File: src/rtl/fifo_core.sv
// Single-clock synchronous FIFO with registered read data, occupancy/threshold
// flags decoded from a registered count, and sticky overflow/underflow errors.
module fifo_core #(
  parameter int DATA_WIDTH = 8,
  parameter int DEPTH      = 16,
  parameter int AFULL_TH   = DEPTH - 2,
  parameter int AEMPTY_TH  = 2
) (
  input  logic                    clk,
  input  logic                    rst,
  input  logic                    wr_en,
  input  logic                    rd_en,
  input  logic [DATA_WIDTH-1:0]   data_in,
  input  logic                    clr_err,
  output logic [DATA_WIDTH-1:0]   data_out,
  output logic                    data_valid,
  output logic                    full,
  output logic                    empty,
  output logic                    almost_full,
  output logic                    almost_empty,
  output logic [$clog2(DEPTH):0]  count,
  output logic                    overflow,
  output logic                    underflow
);
  localparam int PW = $clog2(DEPTH);
  localparam int CW = PW + 1;
  localparam logic [CW-1:0] DEPTH_C = CW'(DEPTH);
  localparam logic [CW-1:0] AF_C    = CW'(AFULL_TH);
  localparam logic [CW-1:0] AE_C    = CW'(AEMPTY_TH);

  logic [DEPTH-1:0][DATA_WIDTH-1:0] mem_q;
  logic [PW-1:0]         wr_ptr_q, wr_ptr_d, rd_ptr_q, rd_ptr_d;
  logic [CW-1:0]         count_q, count_d;
  logic [DATA_WIDTH-1:0] data_out_q, data_out_d;
  logic                  data_valid_q, data_valid_d;
  logic                  overflow_q, overflow_d, underflow_q, underflow_d;
  logic                  wr_acc, rd_acc;

  assign full         = (count_q == DEPTH_C);
  assign empty        = (count_q == '0);
  assign almost_full  = (count_q >= AF_C);
  assign almost_empty = (count_q <= AE_C);

  always_comb begin
    // A full FIFO still takes a write when a read frees the slot this cycle.
    wr_acc       = wr_en && (!full || rd_en);
    rd_acc       = rd_en && !empty;
    wr_ptr_d     = wr_acc ? wr_ptr_q + 1'b1 : wr_ptr_q;
    rd_ptr_d     = rd_acc ? rd_ptr_q + 1'b1 : rd_ptr_q;
    count_d      = count_q;
    if (wr_acc && !rd_acc) count_d = count_q + 1'b1;
    if (rd_acc && !wr_acc) count_d = count_q - 1'b1;
    data_out_d   = rd_acc ? mem_q[rd_ptr_q] : data_out_q;
    data_valid_d = rd_acc;
    // A new error in the same cycle as clr_err wins.
    overflow_d   = (overflow_q  && !clr_err) || (wr_en && full && !rd_en);
    underflow_d  = (underflow_q && !clr_err) || (rd_en && empty);
  end

  always_ff @(posedge clk or negedge rst) begin
    if (!rst) begin
      wr_ptr_q     <= '0;
      rd_ptr_q     <= '0;
      count_q      <= '0;
      data_out_q   <= '0;
      data_valid_q <= 1'b0;
      overflow_q   <= 1'b0;
      underflow_q  <= 1'b0;
    end else begin
      wr_ptr_q     <= wr_ptr_d;
      rd_ptr_q     <= rd_ptr_d;
      count_q      <= count_d;
      data_out_q   <= data_out_d;
      data_valid_q <= data_valid_d;
      overflow_q   <= overflow_d;
      underflow_q  <= underflow_d;
    end
  end

  // Storage is not reset; the pointers alone define which words are live.
  always_ff @(posedge clk) begin
    if (wr_acc) mem_q[wr_ptr_q] <= data_in;
  end

  assign data_out   = data_out_q;
  assign data_valid = data_valid_q;
  assign count      = count_q;
  assign overflow   = overflow_q;
  assign underflow  = underflow_q;
endmodule

File: config.mk
export PLATFORM = sky130hd
export DESIGN_NAME = fifo_core
export DESIGN_NICKNAME = d
export VERILOG_FILES = /design/src/rtl/fifo_core.sv
export SDC_FILE = /design/constraint.sdc
export NUM_CORES = 1
export LEC_CHECK = 0
export CORE_UTILIZATION = 45
export DETAILED_ROUTE_END_ITERATION = 12
export DONT_BUFFER_PORTS = 1
export MAX_ROUTING_LAYER = met4
export PLACE_DENSITY_LB_ADDON = 0.05
export SETUP_SLACK_MARGIN = 0.3
export SLEW_MARGIN = 20
export SYNTH_ARGS = -nofsm -noshare
export SYNTH_HDL_FRONTEND = slang
export SYNTH_SLANG_ARGS = --single-unit
File: constraint.sdc
create_clock -name clk -period 3.5 [get_ports clk]
set_clock_uncertainty 0.2 [all_clocks]
set_input_delay 0.35 -clock clk [delete_from_list [all_inputs] [get_ports clk]]
set_output_delay 0.35 -clock clk [all_outputs]
set_load 0.01 [all_outputs]
==> results.cfg <==
[global_route]
grt_pass1_wl_um = 18900
antenna_found_initial = 0
overflow = 0
grt_pass1_vias = 3212
grt_usage_pct = 19.8
grt_max_degree = 28

[detailed_routing]
drt-pass1-iter-count = 4
ant_nets = 0
drt_wl_total_um = 12300
drt_iter0_drc = 212
drc = 0
viasPerCell = 5.53
routedWlPerCell_um = 22.0
via_count = 3101

[timing]
hold_viol_final = 0
finalCritPeriodShare_pct = 84.3
setup_tns_ps = 0
setup_viol = 0
fin_crit_ps = 2950
fmax_ghz = 0.339
whs_ps = 78.9
max_slew_margin_pct = 40.5
setup_ws_ps = 550
worstMarginPinSlew_ps = 870
drv_slew = 0
rsz0062_at_grt = false

[setup_path]
worst-path-buf-inv = 1
cp.required_ps = 3640
cpLargestDelayFamily = simple AND/OR/NAND/NOR gates
cpPeakStageDelay_ps = 530
path_depth = 10
r2r_cells = 10
path_cells = or4_4, o31a_2, inv_1, ha_2, xor2_1, ha_1, and3b_1, o21ai_0, a21oi_1, xnor2_1
end_kind = flip-flop
crit_type = flip-flop to flip-flop
cp.arrival_ps = 3090
cpMaxStageDelayCell = or4_4
crit_fanout = 9
critPathLaunchType = flip-flop

[finish]
drive_gt1_share_pct = 26.8
final_nets = 393
fill_cells = 1074
layout_commonest_cell = edfxtp_1
synthToLayoutAreaGrowth_pct = 17.3
diodes = 0
finish.instance_area_mm2 = 0.00722
final_cell_mix = 128 x edfxtp_1, 30 x mux4_2, 25 x buf_4

[clocking]
htree_levels = 4
cts-root-buf = clkbuf_16
cts.sink_count = 152
path_clk_slew_ps = 60
insertion_delay_ps = 420
cts_tree = built
numCtsBuffers = 17
cts_buffer_depth = 2

[status]
status = finished, final reports clean

[placement]
dpl_cell_area_mm2 = 0.00648
pre_cts_ws_ps = 424
port_buffers = 0
dp_hpwl_um = 7670
globalplace.congestion = 0.748

[logic_synthesis]
synth-seq-cells = 152
synth_nets = 354
synth_area_per_cell_um2 = 18.5
synth_area_mm2 = 0.00616
synthCells = 333
ys.warnings.count = 0
synth-seq-area-share_pct = 72.2
synth_cell_types = 40

[pwr]
swShare_pct = 29.9
power_per_cell_area_mw_per_mm2 = 818
p_leak_nw = 2.49
p_int_mw = 4.14
pwr-share-comb_pct = 26.1
clock_power_share_pct = 30.5
pwr-share-seq_pct = 43.4
p_switching_mw = 1.76
vdd_ir_drop_max_uv = 383

[floorplanning]
coreArea_mm2 = 0.0133
io_pins = 33
chipHeight_um = 119
die_w_um = 119
start_util_pct = 46.3
die_area_mm2 = 0.0142
rows = 42

[flow_run]
maxCapViolCount = 0

[min_path]
min_path_cells = 2
hold_path.class = input port to flip-flop
metal layers:
layer	wire [um]	GRT usage, %	vias to the layer above	part of all wire [%]
met4	187	8.15	0	1.5
met5	0	-	-	0
met1	5440	24.3	1637	44
met3	380	4.65	13	3.1
li1	-	-	1394	-
met2	6320	31.7	57	51
Yosys cell counts (all sizes together):
library cell	n	area share [%]
a21oi	11	0.89
xnor2	7	1.0
or4	1	0.18
ha	8	1.6
a22o	2	0.28
mux2	9	1.6
dfrtp	24	9.8
o31ai	1	0.12
a21boi	2	0.24
clkbuf	7	0.43
a211oi	6	0.73
nor4	1	0.10
nor2b	8	0.81
o211ai	3	0.45
xor2	6	0.85
o21ai	3	0.24
nand2	9	0.67
nor4b	1	0.14
nand4	2	0.30
a31oi	1	0.10
mux2i	7	1.1
o22ai	6	0.61
and3b	2	0.28
a2111oi	1	0.14
nand3	3	0.24
buf	13	1.4
o31a	1	0.14
nand2b	2	0.20
a32oi	1	0.14
edfxtp	128	62
mux4	30	11
nor2	16	0.98
nor3	4	0.33
inv	7	0.43
metrics by stage:
step           std cells  util (%)  total power [mW]
6_report             561      54.3              5.91
5_1_grt              561      54.3              6.20
4_1_cts              561      54.3              5.98
3_5_place_dp         515      48.7              4.13
3_3_place_gp         515      48.7              4.11
2_1_floorplan        333         -              3.68
sequential cells by signal, indices dropped and copies added (netlist names):
name	flops
overflow	1
data_valid	1
mem_q	128
wr_ptr_q	4
underflow	1
rd_ptr_q	4
data_out	8
count	5
power groups by stage:
| stage | Clock [mW] | Sequential (mW) | Combinational (mW) |
|---|---|---|---|
| 4_1_cts | 1.84 | 2.58 | 1.56 |
| 6_report | 1.80 | 2.56 | 1.54 |
| 3_5_place_dp | 0 | 2.62 | 1.51 |
| 3_3_place_gp | 0 | 2.61 | 1.50 |
| 5_1_grt | 1.91 | 2.61 | 1.68 |
| 2_1_floorplan | 0 | 2.43 | 1.25 |
cells by family after synthesis:
family	count (synthesis)	share of synthesized area [%]
xor gates and xnor gates	13	1.85
muxes	46	13.8
buffers and inverters	27	2.22
DFF	152	72.2
and+or+nand+nor	49	4.25
AOI/OAI and AO/OA	38	4.11
adders and majority gates	8	1.63
worst register-to-register path, cell delays in order, from the launching register on:
cell and delay [ps]:
dfrtp_2 490, or4_4 530, o31a_2 400, inv_1 110, ha_2 260, xor2_1 170
ha_1 200, and3b_1 160, o21ai_0 70, a21oi_1 160, xnor2_1 130
repair_timing:
action,in CTS,in global routing
gates resized for setup,0,3
setup endpoints to repair,0,2
hold buffers,14,0
buffers inserted,0,0
hold endpoints to repair,154,0
final cells by class:
| cell class | instances | area, um^2 | area share, % |
|---|---|---|---|
| Clock buffer | 18 | 429 | 5.94 |
| Clock inverter | 14 | 158 | 2.18 |
| Inverter | 7 | 26.3 | 0.364 |
| Multi-Input combinational cell | 154 | 1580 | 21.9 |
| Sequential cell | 152 | 4450 | 61.6 |
| Tap cell | 176 | 220 | 3.05 |
| Timing Repair Buffer | 40 | 358 | 4.96 |
worst paths after layout:
path | start | to | slack, ps
worst min register to register | data_out[5] | data_out[5] | 380
worst max-delay path | count[3] | count[4] | 550
max in group asynchronous | rst | count[3] | 2740
worst max register to register | count[3] | count[4] | 550
min in group asynchronous | rst | data_out[2] | 200
worst min-delay path | wr_en | wr_ptr_q[0] | 80
(Power assumes the default switching activity.)
